`src/rtl/mem_arbiter_if.sv`:
```
// Shared-memory arbiter bundle: three requester ports plus the memory macro side.
// The arbiter takes the slave view; requesters and memory model take the master view.
interface mem_arbiter_if #(
    parameter int AW = 32,
    parameter int DW = 32
);
    logic [2:0]      req;
    logic [2:0]      we;
    logic [2:0]      lock;
    logic [3*AW-1:0] addr;
    logic [3*DW-1:0] wdata;
    logic [2:0]      gnt;
    logic [2:0]      done;
    logic            err;
    logic [DW-1:0]   rdata;
    logic            busy;
    logic            mem_en;
    logic            mem_we;
    logic [AW-1:0]   mem_addr;
    logic [DW-1:0]   mem_wdata;
    logic [DW-1:0]   mem_rdata;
    logic            mem_ready;

    modport slave (
        input  req, we, lock, addr, wdata,
        input  mem_rdata, mem_ready,
        output gnt, done, err, rdata, busy,
        output mem_en, mem_we, mem_addr, mem_wdata
    );

    modport master (
        output req, we, lock, addr, wdata,
        output mem_rdata, mem_ready,
        input  gnt, done, err, rdata, busy,
        input  mem_en, mem_we, mem_addr, mem_wdata
    );
endinterface

```
`src/rtl/mem_arbiter.sv`:
```
// Round-robin arbiter for the single-port memory: fetch (0), load/store (1), crypto (2).
// Supports bounded lock bursts and aborts stalled accesses after TIMEOUT busy cycles.
module mem_arbiter #(
    parameter int AW       = 32,
    parameter int DW       = 32,
    parameter int TIMEOUT  = 16,
    parameter int MAX_LOCK = 4
) (
    input  logic         clock,
    input  logic         reset,
    mem_arbiter_if.slave bus
);
    localparam int TW = $clog2(TIMEOUT + 1);
    localparam int LW = $clog2(MAX_LOCK + 1);
    localparam logic [TW-1:0] T_LAST = TW'(TIMEOUT - 1);
    localparam logic [LW-1:0] L_LAST = LW'(MAX_LOCK - 1);

    typedef enum logic {
        IDLE,
        BUSY
    } state_t;

    state_t        state;
    state_t        state_nx;
    logic [1:0]    last;
    logic [1:0]    owner;
    logic [1:0]    nxt1;
    logic [1:0]    nxt2;
    logic [1:0]    win;
    logic          win_ok;
    logic          hold;
    logic          take;
    logic          fin_ok;
    logic          fin_to;
    logic [TW-1:0] tcnt;
    logic [LW-1:0] lcnt;
    logic          lock_own;
    logic [AW-1:0] l_addr;
    logic          l_we;
    logic [DW-1:0] l_wdata;
    logic [2:0]    done_q;
    logic          err_q;
    logic [DW-1:0] rdata_q;

    function automatic logic [1:0] inc3(input logic [1:0] x);
        return (x == 2'd2) ? 2'd0 : x + 2'd1;
    endfunction

    // Lock holder keeps the bus only while it keeps requesting.
    always_comb begin
        nxt1   = inc3(last);
        nxt2   = inc3(nxt1);
        hold   = lock_own & bus.req[last];
        win_ok = |bus.req;
        win    = last;
        if (hold)
            win = last;
        else if (bus.req[nxt1])
            win = nxt1;
        else if (bus.req[nxt2])
            win = nxt2;
    end

    always_comb begin
        state_nx = state;
        take     = 1'b0;
        fin_ok   = 1'b0;
        fin_to   = 1'b0;
        unique case (state)
            IDLE: begin
                if (win_ok) begin
                    take     = 1'b1;
                    state_nx = BUSY;
                end
            end
            BUSY: begin
                if (bus.mem_ready) begin
                    fin_ok   = 1'b1;
                    state_nx = IDLE;
                end else if (tcnt == T_LAST) begin
                    fin_to   = 1'b1;
                    state_nx = IDLE;
                end
            end
        endcase
    end

    always_ff @(posedge clock or posedge reset) begin
        if (reset)
            state <= IDLE;
        else
            state <= state_nx;
    end

    always_ff @(posedge clock or posedge reset) begin
        if (reset) begin
            last     <= 2'd2;
            owner    <= 2'd0;
            tcnt     <= '0;
            lcnt     <= '0;
            lock_own <= 1'b0;
            l_addr   <= '0;
            l_we     <= 1'b0;
            l_wdata  <= '0;
            done_q   <= 3'b000;
            err_q    <= 1'b0;
            rdata_q  <= '0;
        end else begin
            done_q <= 3'b000;
            err_q  <= 1'b0;
            if (take) begin
                owner   <= win;
                last    <= win;
                tcnt    <= '0;
                l_addr  <= bus.addr[win*AW +: AW];
                l_we    <= bus.we[win];
                l_wdata <= bus.wdata[win*DW +: DW];
            end
            if (state == IDLE && lock_own && !bus.req[last])
                lock_own <= 1'b0;
            if (state == BUSY) begin
                if (fin_ok || fin_to) begin
                    done_q  <= 3'b001 << owner;
                    err_q   <= fin_to;
                    rdata_q <= fin_ok ? bus.mem_rdata : '0;
                    // Lock chain grows only on clean completions below the bound.
                    if (fin_ok && bus.lock[owner] && lcnt < L_LAST) begin
                        lock_own <= 1'b1;
                        lcnt     <= lcnt + LW'(1);
                    end else begin
                        lock_own <= 1'b0;
                        lcnt     <= '0;
                    end
                end else begin
                    tcnt <= tcnt + TW'(1);
                end
            end
        end
    end

    assign bus.gnt       = (take && !reset) ? (3'b001 << win) : 3'b000;
    assign bus.done      = done_q;
    assign bus.err       = err_q;
    assign bus.rdata     = rdata_q;
    assign bus.busy      = (state == BUSY);
    assign bus.mem_en    = (state == BUSY);
    assign bus.mem_we    = (state == BUSY) && l_we;
    assign bus.mem_addr  = (state == BUSY) ? l_addr : '0;
    assign bus.mem_wdata = (state == BUSY) ? l_wdata : '0;
endmodule

```
`src/flat_wrapper.sv`:
```
// flat-port wrapper written by rule: the top's interface ports become plain ports
module mem_arbiter_flat 
#(
    parameter int AW       = 32,
    parameter int DW       = 32,
    parameter int TIMEOUT  = 16,
    parameter int MAX_LOCK = 4
)
  (clock, reset, bus_req, bus_we, bus_lock, bus_addr, bus_wdata, bus_mem_rdata, bus_mem_ready, bus_gnt, bus_done, bus_err, bus_rdata, bus_busy, bus_mem_en, bus_mem_we, bus_mem_addr, bus_mem_wdata);
  mem_arbiter_if #(.AW(AW), .DW(DW)) bus_i ();
  input  logic clock;
  input  logic reset;
  input wire logic [$bits(bus_i.req)-1:0] bus_req;
  input wire logic [$bits(bus_i.we)-1:0] bus_we;
  input wire logic [$bits(bus_i.lock)-1:0] bus_lock;
  input wire logic [$bits(bus_i.addr)-1:0] bus_addr;
  input wire logic [$bits(bus_i.wdata)-1:0] bus_wdata;
  input wire logic [$bits(bus_i.mem_rdata)-1:0] bus_mem_rdata;
  input wire logic [$bits(bus_i.mem_ready)-1:0] bus_mem_ready;
  output wire logic [$bits(bus_i.gnt)-1:0] bus_gnt;
  output wire logic [$bits(bus_i.done)-1:0] bus_done;
  output wire logic [$bits(bus_i.err)-1:0] bus_err;
  output wire logic [$bits(bus_i.rdata)-1:0] bus_rdata;
  output wire logic [$bits(bus_i.busy)-1:0] bus_busy;
  output wire logic [$bits(bus_i.mem_en)-1:0] bus_mem_en;
  output wire logic [$bits(bus_i.mem_we)-1:0] bus_mem_we;
  output wire logic [$bits(bus_i.mem_addr)-1:0] bus_mem_addr;
  output wire logic [$bits(bus_i.mem_wdata)-1:0] bus_mem_wdata;
  assign bus_i.req = bus_req;
  assign bus_i.we = bus_we;
  assign bus_i.lock = bus_lock;
  assign bus_i.addr = bus_addr;
  assign bus_i.wdata = bus_wdata;
  assign bus_i.mem_rdata = bus_mem_rdata;
  assign bus_i.mem_ready = bus_mem_ready;
  assign bus_gnt = bus_i.gnt;
  assign bus_done = bus_i.done;
  assign bus_err = bus_i.err;
  assign bus_rdata = bus_i.rdata;
  assign bus_busy = bus_i.busy;
  assign bus_mem_en = bus_i.mem_en;
  assign bus_mem_we = bus_i.mem_we;
  assign bus_mem_addr = bus_i.mem_addr;
  assign bus_mem_wdata = bus_i.mem_wdata;
  mem_arbiter #(.AW(AW), .DW(DW), .TIMEOUT(TIMEOUT), .MAX_LOCK(MAX_LOCK)) u_core (.clock(clock), .reset(reset), .bus(bus_i));
endmodule
```
`config.mk`:
```
export PLATFORM = sky130hd
export DESIGN_NAME = mem_arbiter_flat
export DESIGN_NICKNAME = d
export VERILOG_FILES = /design/src/rtl/mem_arbiter_if.sv /design/src/rtl/mem_arbiter.sv /design/src/flat_wrapper.sv
export SDC_FILE = /design/constraint.sdc
export NUM_CORES = 1
export LEC_CHECK = 0
export BUFFER_PORTS_ARGS = -buffer_cell sky130_fd_sc_hd__buf_2
export CORE_AREA = 2 2 131 133
export CTS_CLUSTER_SIZE = 12
export DETAILED_ROUTE_END_ITERATION = 10
export DIE_AREA = 0 0 133 135
export GPL_ROUTABILITY_DRIVEN = 0
export GPL_TIMING_DRIVEN = 0
export PLACE_DENSITY_LB_ADDON = 0.25
export SLEW_MARGIN = 30
export SYNTH_ARGS = -nofsm -noshare
export SYNTH_HDL_FRONTEND = slang
export SYNTH_SLANG_ARGS = --single-unit
```
`constraint.sdc`:
```
create_clock -name clock -period 3.7 [get_ports clock]
set_input_delay 0.185 -clock clock [delete_from_list [all_inputs] [get_ports clock]]
set_output_delay 0.185 -clock clock [all_outputs]
set_load 0.05 [all_outputs]
```
Word-level counts from Yosys, hierarchy flattened --
Cells that the tools add are included.
Operators by class: add/sub/neg operators 4, $lt $le $gt $ge 6, equality and inequality tests 3, shifts and indexed selects 4, muxes and demuxes 41, bitwise gates (word level) 2, reduce and logical (&&, ||, !) cells 11
Operator list (count):
- 96-bit by 8-bit indexed part select with 32-bit output | 2
- 32-bit two-way mux | 3
- 1-bit two-way mux | 20
- 2-bit by 3-bit < comparator with 1-bit output (second input constant) | 5
- 5-bit two-way mux | 3
- 3-bit two-way mux | 4
- 1-bit binary-select mux with 2-bit select | 5
- 2-bit two-way mux | 5
- 1-bit logical AND | 6
- 1-bit by 2-bit << shifter with 3-bit output (first input constant) | 2
- 5-bit by 1-bit adder with 5-bit output (second input constant) | 1
- 5-bit by 4-bit == test with 1-bit output (second input constant) | 1
- 2-bit by 1-bit adder with 2-bit output (second input constant) | 2
- 2-bit == test (second input constant) | 2
- 3-bit by 1-bit adder with 3-bit output (second input constant) | 1
- 3-bit by 2-bit < comparator with 1-bit output (second input constant) | 1
- 3-bit OR reduction | 1
- 1-bit logical NOT | 2
- 1-bit one-hot mux with 2 select lines | 1
- 2-bit AND reduction | 1
- 1-bit AND | 1
- 1-bit logical OR | 1
- 1-bit NOT | 1
Storage, ports and cells: bits in registers 115, bits of input ports 236, output and inout bits 106, word-level logic and storage cells 83

Longest topological paths before layout --
Gate-level depths: netlist of the first run.
depth in word-level cells 11, gate-level depth with buffers 8, depth with buffers taken out 8

Worst setup path after synthesis of the first run --
No wires, ideal clock.
kind input to output, start point input port reset, end point output port bus_gnt[0], arrival 3334 ps, data required time 3515 ps, path slack 181 ps, stages on the path 2, path buffers 0, path through inv_1 > and3_1
Between the ends: word-level cells in the longest chain between the ends 3
RTL lines:
- start: declaration | line flat_wrapper.sv:12 | input logic reset;
- 1-bit logical NOT (no line)
- 1-bit logical AND | line mem_arbiter.sv:141 | assign bus.gnt = (take && !reset) ? (3'b001 << win) : 3'b000;
- 3-bit two-way mux | line mem_arbiter.sv:141
- end: declaration | line flat_wrapper.sv:20 | output wire logic [$bits(bus_i.gnt)-1:0] bus_gnt;
Every way passes these cells.

Worst setup path in the final report of the first run --
start point register u_core.last[1], end point output port bus_gnt[1]
Between the ends: word-level cells in the longest chain between the ends 11, elaborated cells on any way between the ends 18, classes of those cells add/sub: 2; eq/ne: 2; shift: 1; mux: 12; bitwise: 1
RTL lines:
- start: declaration | line mem_arbiter.sv:25 | logic [1:0] last;
- start signal: assignment | line mem_arbiter.sv:113 | last <= win;
- 2-bit by 1-bit adder with 2-bit output / 2-bit == test (equally long branches) | line mem_arbiter.sv:46 | return (x == 2'd2) ? 2'd0 : x + 2'd1;
- 2-bit two-way mux | line mem_arbiter.sv:46
- 2-bit by 1-bit adder with 2-bit output / 2-bit == test (equally long branches) | line mem_arbiter.sv:46
- 2-bit two-way mux | line mem_arbiter.sv:46
- 1-bit binary-select mux with 2-bit select | line mem_arbiter.sv:60 | else if (bus.req[nxt2])
- 1-bit two-way mux (not written as such) | line mem_arbiter.sv:60
- 2-bit two-way mux | line mem_arbiter.sv:60
- 2-bit two-way mux | line mem_arbiter.sv:58 | else if (bus.req[nxt1])
- 2-bit two-way mux * | line mem_arbiter.sv:56 | if (hold)
- 1-bit by 2-bit << shifter with 3-bit output * | line mem_arbiter.sv:141
- 3-bit two-way mux * | line mem_arbiter.sv:141
Mark *: on every way between the ends. The rest lies on a longest branch, timed or not. The select of a mux whose other input is x is not followed.

==> results of run 1 <==
-- power breakdown --
group | switching (uW) | leakage (uW) | internal, uW | total [uW]
clock network | 544 | 0.000278 | 1020 | 1560
registers | 288 | 0.00135 | 1820 | 2110
logic | 3500 | 0.00263 | 1350 | 4850
-- worst paths after layout --
kind	cells past startpoint	start	slack (ns)	to
min reg2reg	1	u_core.tcnt[3]$_DFF_PP0_	0.47	u_core.tcnt[3]$_DFF_PP0_
max	7	u_core.last[1]$_DFFE_PP1P_	0.71	bus_gnt[1]
min	3	bus_mem_rdata[18]	0.02	u_core.bus.rdata[18]$_DFFE_PP0P_
max reg2reg	5	u_core.bus.busy$_DFF_PP0_	1.04	u_core.l_wdata[0]$_DFFE_PP0P_
max in group asynchronous	4	reset	2.66	u_core.last[1]$_DFFE_PP1P_
min in group asynchronous	3	reset	0.35	u_core.l_addr[28]$_DFFE_PP0P_
-- worst max-delay path, delay by kind of cell, from the launching register on --
family	cells	cell delay [ns]
compound gates	2	0.60
buf+inv	4	1.10
simple gates	1	0.17
flops	1	0.53
-- through the flow --
stage | std cells | hold slack (ns)
floorplan | 612 | 0.302
global placement | 1172 | 0.389
global route | 1235 | 0.00238
CTS | 1235 | 0.00528
finish | 1235 | 0.0185
detailed placement | 1173 | 0.237
-- state kept, by name (all words and copies together), names as in the netlist --
signal,cells
u_core.bus.rdata,32
u_core.l_addr,32
u_core.l_wdata,32
u_core.tcnt,5
u_core.bus.done,3
u_core.lcnt,3
u_core.owner,2
u_core.bus.busy,1
u_core.bus.err,1
u_core.l_we,1
u_core.last,1
u_core.lock_own,1
-- metal layers --
layer  global-route usage, %  share of wire, %
met1                    27.1                42
met2                    38.9                50
met3                    5.93               7.2
met4                    7.71               1.5
met5                       0             0.048
-- synth_stat cells, types with 2 or more instances --
| cell | n |
|---|---|
| nand2b_1 | 3 |
| nand2_1 | 67 |
| nor3_1 | 2 |
| buf_4 | 2 |
| inv_1 | 10 |
| a22oi_1 | 2 |
| a22o_1 | 2 |
| clkbuf_1 | 40 |
| and2_1 | 67 |
| a222oi_1 | 66 |
| buf_6 | 4 |
| a21o_1 | 2 |
| a21oi_1 | 71 |
| nand4_1 | 2 |
| dfrtp_1 | 113 |
| buf_2 | 13 |
| mux2i_1 | 2 |
| ha_1 | 3 |
| and3_1 | 5 |
| a211o_1 | 2 |
| nand3b_1 | 2 |
| nor3b_1 | 3 |
| nand3_1 | 3 |
| nor2_1 | 69 |
| o21ai_0 | 42 |
| a21boi_0 | 2 |
-- cell type report --
| class | count | area [um2] | area share, % |
|---|---|---|---|
| Buffer | 59 | 275 | 3.21 |
| Clock buffer | 26 | 519 | 6.05 |
| Clock inverter | 4 | 47.5 | 0.554 |
| Inverter | 10 | 45.0 | 0.525 |
| Multi-Input combinational cell | 429 | 2510 | 29.3 |
| Sequential cell | 114 | 2850 | 33.3 |
| Tap cell | 220 | 275 | 3.21 |
| Timing Repair Buffer | 373 | 2050 | 23.9 |
-- logic make-up after synthesis --
kind of cell | share of synthesized area [%]
simple gates | 18.9
buf+inv | 5.51
compound gates | 24.1
flops | 50.3
mux | 0.551
fa+ha+maj | 0.661
-- cells in the final DEF (no fill, tap or decap), types with 3 or more instances in the layout --
| cell type | instances |
|---|---|
| buf_6 | 4 |
| clkbuf_1 | 43 |
| dlygate4sd3_1 | 32 |
| nor2_1 | 69 |
| nor3b_1 | 3 |
| nand3_1 | 3 |
| and3_1 | 5 |
| dfrtp_1 | 113 |
| and2_1 | 67 |
| inv_1 | 9 |
| nand2_1 | 67 |
| a222oi_1 | 66 |
| buf_2 | 353 |
| clkbuf_16 | 17 |
| nand2b_1 | 3 |
| ha_1 | 3 |
| a21oi_1 | 71 |
| clkbuf_8 | 6 |
| o21ai_0 | 42 |
-- repair_timing --
action                                 in CTS  in global routing
hold buffers                               32                  0
endpoints found under the hold margin      86                  0
resized for setup                           0                  0
==> summary.md, run 1 <==
| Metric | Value |
|---|---|
| Setup Crit Path Kind | reg2out |
| Crit path arrival time | around 2.8 ns |
| Most frequent CP cell | buf_2 |
| FMAX | around 330 MHz |
| Layout cells sized above 1 | 38.6% |
| Slew @ Worst Pin | between 0.8 and 0.9 ns |
| Worst-path cell chain | buf_2 > a21oi_1 > o311ai_1 > buf_2 > buf_2 > and3_1 > buf_2 |
| Max Buffers Root-to-Sink | 2 |
| Antenna-violating nets left | 0 |
| Startpoint class of the critical path | flop |
| Setup Buffers After CTS | 0 |
| Slowest CP cell | dfstp_2 |
| Syn Std Cell Area | around 5700 um2 |
| Fill cells | between 1,500 and 2,000 |
| Synth async-reset ratio | between 90% and 100% |
| Iteration count of the initial detailed-routing pass | 10 |
| Rows | 47 |
| Clk_skew | 0.00803 ns |
| Die width | between 100 and 150 um |
| VDD IR max | 0.476 mV |
| Setup TNS Final | 0 ns |
| CP Max Fanout | 10 |
| DR vias | about 6,300 |
| Initial drt markers | 625 |
| # H-tree levels | 4 |
| Later-pin clock latency in the skew report | just over 0.4 ns |
| Clock tree sinks | approximately 110 |
| Unrepaired setup endpoints after global routing | false |
| Max cap viols | 0 |
| Mapped Nets | between 800 and 900 |
| Starting Density | roughly a third |
| Status | complete, no violations |
| P&R area growth vs syn | 51.0% |
| CTS tree | done |
| Reg clk slew, reported paths | roughly 0.050 ns |
| Dpl ws | about 0.86 ns |
| Post-synth EDFFs | 0 |
| HPWL Detailed | ~16,000 um |
| Non-Filler Cell Area, Final | approximately 8600 um2 |
| Grt ovf | 0 |
| Top post-synthesis cells by area | dfrtp_1 50%, a222oi_1 12%, and2_1 7.4%, a21oi_1 6.3%, nor2_1 4.6% |
| Slew HR | between 40% and 50% |
| Maximum number of pins on one net before global-route repair | 60 |
| CP peak stage delay | 0.53 ns |
| Flops & latches, synth | about 110 |
| Routed WL | 20,900 um |
| PortBufs | between 300 and 400 |
| Setup-failing EPs final | 0 |
| # IOs | around 340 |
| DIE HEIGHT | roughly 140 um |
| Area leader, netlist | dfrtp_1 |
| Worst setup margin | 0.709 ns |
| Vias/cell | ~5.1 |
| Post-synthesis sequential area ratio | around half |
| WL/cell | about 17 um |
| Finished Core Util | about 52% |
| Crit end category | output port |
| Worst min-delay path class | in2reg |
| Synth Warn # | 0 |
| Total CTS buffers | 17 |
| Synth top area share | between 40% and 50% |
| Synth Flop Type | dfrtp_1 |
| Pwr per Cell Area | 993 nW/um2 |
| Placed Area | approximately 7700 um2 |
| Fin crit period | 2.99 ns |
| Slew Limit Fails | 0 |
| Fin crit share | between 80 and 90% |
| Leak Pwr | between 0.004 and 0.005 uW |
| Layout Nets | around 1,200 |
| Distinct cells, synth | 39 |
| Final hold viol count | 0 |
| Critical path required time | between 3 and 4 ns |
| Total power | 8520 uW |
| Gr usage total | between 20% and 30% |
| Post-Syn Instances | approximately 610 |
| # diodes | 0 |
| First-pass GRT wire length | between 30,000 and 40,000 um |
| Vias in the first global route | just over 6,000 |
| Syn Area/Cell | between 9 and 10 um2 |
| CTS root buffer | clkbuf_16 |
| DRC errors left | 0 |
| Die area | approximately 18,000 um2 |
| Core area | between 15,000 and 20,000 um2 |
| Antenna violations before repair | 1 |
Power figures use the tool's default switching activity.
==> inputs of run 2 (changes only) <==
--- a/config.mk
+++ b/config.mk
@@ -6,10 +6,10 @@
 export NUM_CORES = 1
 export LEC_CHECK = 0
 export BUFFER_PORTS_ARGS = -buffer_cell sky130_fd_sc_hd__buf_2
-export CORE_AREA = 2 2 131 133
+export CORE_AREA = 2 2 134 136
 export CTS_CLUSTER_SIZE = 12
 export DETAILED_ROUTE_END_ITERATION = 10
-export DIE_AREA = 0 0 133 135
+export DIE_AREA = 0 0 136 138
 export GPL_ROUTABILITY_DRIVEN = 0
 export GPL_TIMING_DRIVEN = 0
 export PLACE_DENSITY_LB_ADDON = 0.25
==> constraint.sdc (replaced) <==
create_clock -name clock -period 2.45 [get_ports clock]
set_input_delay 0.1225 -clock clock [delete_from_list [all_inputs] [get_ports clock]]
set_output_delay 0.1225 -clock clock [all_outputs]
set_load 0.05 [all_outputs]
==> summary.md, run 2 (same netlist as run 1, synthesis figures left out) <==
| Metric | Value |
|---|---|
| Status | complete, no violations |
| Critical path required time | about 2.3 ns |
| # H-tree levels | 4 |
| First-pass GRT wire length | ~32,000 um |
| VDD IR max | 0.800 mV |
| Fin crit share | about 97% |
| DRC errors left | 0 |
| Hold Path Origin | bus_wdata[84] |
| Crit path arrival time | around 2.3 ns |
| CTS tree | done |
| Gr usage total | roughly 22% |
| Total CTS buffers | 17 |
| Pwr per Cell Area | approximately 1500 nW/um2 |
| Maximum number of pins on one net before global-route repair | 30 |
| Antenna-violating nets left | 0 |
| Die width | between 100 and 150 um |
| P&R area growth vs syn | 55.5% |
| Antenna violations before repair | 1 |
| Worst-path cell chain | o21ai_0 > a21oi_1 > o311ai_4 > buf_8 > and3_1 > buf_4 |
| Most common cell after layout, fill and taps aside | buf_2 |
| Iteration count of the initial detailed-routing pass | 10 |
| DR vias | ~6,400 |
| Leak Pwr | ~0.0044 uW |
| Starting Density | roughly 32% |
| Hold endpoint | u_core.l_wdata[20]$_DFFE_PP0P_ |
| Slew @ Worst Pin | 0.625 ns |
| Rows | a little under 50 |
| CTS root buffer | clkbuf_16 |
| Fin crit period | between 2 and 2.5 ns |
| Clock tree sinks | roughly 110 |
| DIE HEIGHT | ~140 um |
| Layout Nets | 1,250 |
| Worst min-delay path class | in2reg |
| Vias/cell | 5.12 |
| WL/cell | 17.3 um |
| Slew HR | 58.4% |
| Max Buffers Root-to-Sink | 2 |
| Unrepaired setup endpoints after global routing | true |
| Startpoint class of the critical path | flop |
| Finished Core Util | between 50% and 60% |
| Slowest CP cell | dfrtp_1 |
| Setup-failing EPs final | 0 |
| Die area | 18,800 um2 |
| Critical R2R Capture | u_core.l_addr[8]$_DFFE_PP0P_ |
| Hold slack | between 0.02 and 0.025 ns |
| # IOs | between 300 and 400 |
| Commonest non-fill, non-tap cells in the layout | 345 x buf_2, 112 x dfrtp_1, 71 x a21oi_1 |
| Vias in the first global route | about 6,100 |
| Hold Path Depth | 3 |
| Later-pin clock latency in the skew report | 0.41 ns |
| PortBufs | 340 |
| CP peak stage delay | ~0.47 ns |
| Setup Crit Path Kind | reg2out |
| Final hold viol count | 0 |
| Total power | between 10,000 and 15,000 uW |
| Core area | about 18,000 um2 |
| CP Max Fanout | 19 |
| Routed WL | 21,700 um |
| Reg clk slew, reported paths | approximately 0.060 ns |
| Slew Limit Fails | 0 |
| FMAX | about 420 MHz |
| Initial drt markers | roughly 570 |
| Max cap viols | 0 |
| Crit end category | output port |
| Layout cells sized above 1 | approximately two fifths |
| Cell depth of the worst flop-to-flop path | 9 |
| HPWL Detailed | between 15,000 and 20,000 um |
| Clk_skew | about 0.0067 ns |
| Grt ovf | 0 |
| Internal reg-to-reg setup slack | around 0.14 ns |
| Reg-to-reg startpoint | u_core.last[1]$_DFFE_PP1P_ |
[run 2: cell count changes in the layout (fill, tap and decap cells not counted), sizes merged]
| cell | change |
|---|---|
| buf | +7 |
| clkbuf | -4 |
| clkinv | +3 |
| bufinv | +2 |
| clkinvlp | +1 |
| diode | +1 |
| dlygate4sd3 | +1 |
| inv | -1 |
[run 2: repair_timing]
| item | 4_1_cts | 5_1_grt |
|---|---|---|
| setup endpoints to repair | 85 | 8 |
| setup buffers | 2 | 4 |
| pin swaps | 3 | 5 |
| gates resized for setup | 19 | 9 |
| gates cloned | 0 | 0 |
| endpoints found under the hold margin | 43 | 0 |
| hold buffers | 33 | 0 |
[run 2: cell type report]
type,count,area [um2]
clock buffer,23,498
fill,1726,8700
timing repair buffer,383,2170
sequential,114,2860
antenna,1,2.50
inverter,10,41.3
tap,229,287
multi-input combinational,429,2550
clock inverter,9,126
buffer,56,300
[run 2: per-stage QoR]
step	worst slack (ns)	area [um2]	setup TNS (ns)	std cells
floorplan	-0.0684	5680	-0.205	612
global placement	-1.11	7670	-15.50	1181
detailed placement	-0.454	7750	-13.90	1185
CTS	0.0154	8780	0	1249
global route	-0.0183	8830	-0.0193	1254
finish	0.0720	8830	0	1254
[run 2: where the power goes]
part / switching [uW] / internal [uW]
Combinational: 5300 / 2160
Clock: 858 / 1730
Sequential: 475 / 2750
Total: 6640 / 6640
[run 2: worst max path at each step]
stage                                      startpoint                            end  slack, ns
final                     u_core.owner[0]$_DFFE_PP0P_                     bus_gnt[1]       0.07
after detailed placement    u_core.bus.busy$_DFF_PP0_  u_core.l_addr[29]$_DFFE_PP0P_      -0.45
after global routing       u_core.last[1]$_DFFE_PP1P_                     bus_gnt[0]      -0.02
after CTS                  u_core.last[1]$_DFFE_PP1P_                     bus_gnt[1]       0.02
after floorplan                                 reset                     bus_gnt[0]      -0.07
after global placement                          reset                     bus_gnt[1]      -1.11
[run 2: worst max-delay path, delay by kind of cell, from the launching register on]
kind	cells	cell delay, ns
DFF	1	0.47
AOI/OAI and AO/OA	3	0.74
buffers and inverters	2	0.44
and+or+nand+nor	1	0.18
[run 2: routing by layer]
metal	share of wire (%)	GRT usage (%)	up-vias
met4	1.9	7.79	0
li1	-	-	3029
met1	42	29.1	3076
met3	7.5	5.10	30
met2	49	36.2	281
met5	0	0	-
==> inputs of run 3 (changes only) <==
--- a/config.mk
+++ b/config.mk
@@ -13,6 +13,7 @@
 export GPL_ROUTABILITY_DRIVEN = 0
 export GPL_TIMING_DRIVEN = 0
 export PLACE_DENSITY_LB_ADDON = 0.25
+export RECOVER_POWER = 50
 export SLEW_MARGIN = 30
 export SYNTH_ARGS = -nofsm -noshare
 export SYNTH_HDL_FRONTEND = slang
==> summary.md, run 3 (same netlist as run 1, synthesis figures left out) <==
| Metric | Value |
|---|---|
| Slew HR | a little under a tenth |
| Core area | about 18,000 um2 |
| Finished Core Util | between 40% and 50% |
| Logic gate share of total power | a little under three fifths |
| Layout cells sized above 1 | a little over a third |
| Status | complete, no violations |
| Initial drt markers | 580 |
| HPWL Detailed | ~16,000 um |
| Fin crit share | 96.7% |
| Switching Share | between 50 and 60% |
| Max Buffers Root-to-Sink | 2 |
| Slew @ Worst Pin | between 1 and 1.5 ns |
| Setup-failing EPs final | 0 |
| Reg power frac | roughly a quarter |
| Die width | approximately 140 um |
| Crit end category | output port |
| Clk_skew | 0.00869 ns |
| Cell-internal power | between 6000 and 7000 uW |
| CP top delay family | compound AO/OA/AOI/OAI gates |
| VDD IR max | 0.801 mV |
| Antenna violations before repair | 1 |
| Net Sw Power | approximately 6600 uW |
| Max cap viols | 0 |
| Worst path bufs/invs | 2 |
| Unrepaired setup endpoints after global routing | true |
| Area occupied by multi-input gates | between 2000 and 3000 um2 |
| Setup Crit Path Kind | reg2out |
| Share of total power in the clock network | 19.7% |
| Maximum number of pins on one net before global-route repair | 30 |
| P&R area growth vs syn | 53.9% |
| Commonest non-fill, non-tap cells in the layout | 302 x buf_2, 112 x dfrtp_1, 80 x clkbuf_1 |
| PortBufs | 340 |
| Slew Limit Fails | 0 |
| Reg-to-reg startpoint | u_core.last[1]$_DFFE_PP1P_ |
| First-pass GRT wire length | 32,400 um |
| Total power | about 13,000 uW |
| Slowest CP cell | dfrtp_1 |
| Die area | 18,800 um2 |
| Startpoint class of the critical path | flop |
| Pwr per Cell Area | 1510 nW/um2 |
| Antenna-violating nets left | 0 |
| DR vias | about 6,400 |
| Routed WL | about 22,000 um |
| FMAX | 422 MHz |
| Starting Density | 32.4% |
| Worst-path cell chain | o21ai_0 > a21oi_1 > o311ai_4 > buf_8 > and3_1 > buf_4 |
| Hold Path Origin | bus_wdata[84] |
| # H-tree levels | 4 |
| Fill cells | about 1,800 |
| Crit path arrival time | roughly 2.3 ns |
| Vias in the first global route | between 6,000 and 7,000 |
| Reg clk slew, reported paths | around 0.060 ns |
| WL/cell | 17.2 um |
| Final hold viol count | 0 |
| Iteration count of the initial detailed-routing pass | 7 |
| Layout Nets | approximately 1,300 |
| Worst min-delay path class | in2reg |
| DIE HEIGHT | approximately 140 um |
| Grt ovf | 0 |
| Fin crit period | around 2.4 ns |
| Gr usage total | about 22% |
| Placed Area | a little under 8000 um2 |
| Non-Filler Cell Area, Final | approximately 8700 um2 |
| Vias/cell | approximately 5.1 |
| Most common cell after layout, fill and taps aside | buf_2 |
| DRC errors left | 0 |
| Rows | slightly below 50 |
| Register area | around 2900 um2 |
| Clock tree sinks | approximately 110 |
| CP peak stage delay | 0.46 ns |
| Leak Pwr | 0.00421 uW |
| CTS tree | done |
| Setup TNS Final | 0 ns |
| Total CTS buffers | 17 |
| CP Max Fanout | 19 |
| Later-pin clock latency in the skew report | 0.41 ns |
| # IOs | approximately 340 |
| CTS root buffer | clkbuf_16 |
| Critical path required time | roughly 2.3 ns |
| Critical path launch point | u_core.owner[0]$_DFFE_PP0P_ |
run 3: cell count changes in the layout (fill, tap and decap cells not counted):
| cell | delta |
|---|---|
| buf_12 | -3 |
| dlymetal6s4s_1 | +1 |
| clkinvlp_4 | -1 |
| buf_6 | +1 |
| clkinvlp_2 | +1 |
| and2_0 | +2 |
| buf_2 | -43 |
| and2_1 | -2 |
| clkbuf_1 | +44 |
run 3: metal layers:
layer  up-vias  track usage, %  share of wire [%]
li1       3032               -                  -
met1      3038            29.1                 42
met2       286            36.2                 49
met3        33            5.10                7.5
met4         0            7.79                2.0
met5         -               0                  0
run 3: path summary, 6_finish.rpt:
check	to	cells after the start	slack (ns)
max in group asynchronous	u_core.last[1]$_DFFE_PP1P_	5	0.34
min in group asynchronous	u_core.l_addr[21]$_DFFE_PP0P_	3	0.32
worst max register to register	u_core.l_wdata[6]$_DFFE_PP0P_	8	0.14
worst min-delay path	u_core.l_wdata[20]$_DFFE_PP0P_	3	0.02
worst max-delay path	bus_gnt[1]	6	0.08
worst min register to register	u_core.tcnt[3]$_DFF_PP0_	1	0.48
run 3: timing repair:
action                                  4_1_cts  5_1_grt
endpoints found under the hold margin        43        0
endpoints found under the setup margin       85        8
pin swaps                                     3        5
gates resized for setup                      19        9
setup buffers                                 2        4
hold buffers                                 33        0
run 3: final cells by class:
| class | count | area share [%] |
|---|---|---|
| flip-flops and latches | 114 | 32.7 |
| multi-input cells | 429 | 29.2 |
| repair buffers | 383 | 23.8 |
| clock buffers | 23 | 5.70 |
| plain buffers | 56 | 3.44 |
| well taps | 229 | 3.28 |
| clock inverters | 9 | 1.45 |
| inverters | 10 | 0.444 |
| diodes | 1 | 0.0286 |
run 3: power by group through the flow:
stage	combinational (uW)	sequential, uW	clock (uW)
2_1_floorplan	4700	3960	0
3_3_place_gp	7270	3180	0
3_5_place_dp	7310	3200	0
4_1_cts	7430	3210	2630
5_1_grt	7880	3340	2740
6_report	7370	3220	2590
run 3: through the flow:
| stage | std cells | setup WS, ns | hold slack (ns) |
|---|---|---|---|
| floorplan | 612 | -0.0684 | 0.239 |
| global placement | 1181 | -1.11 | 0.329 |
| detailed placement | 1185 | -0.454 | 0.136 |
| CTS | 1249 | 0.0154 | 0.00810 |
| global route | 1254 | -0.0183 | 0.0316 |
| finish | 1254 | 0.0819 | 0.0207 |
run 3: worst register-to-register path, stage by stage, from the launching register on:
cell,delay (ns)
dfstp_2,0.37
buf_6,0.13
o21bai_1,0.16
a222oi_1,0.35
o32ai_2,0.17
buf_4,0.17
clkbuf_1,0.20
a222oi_1,0.51
a21oi_1,0.12
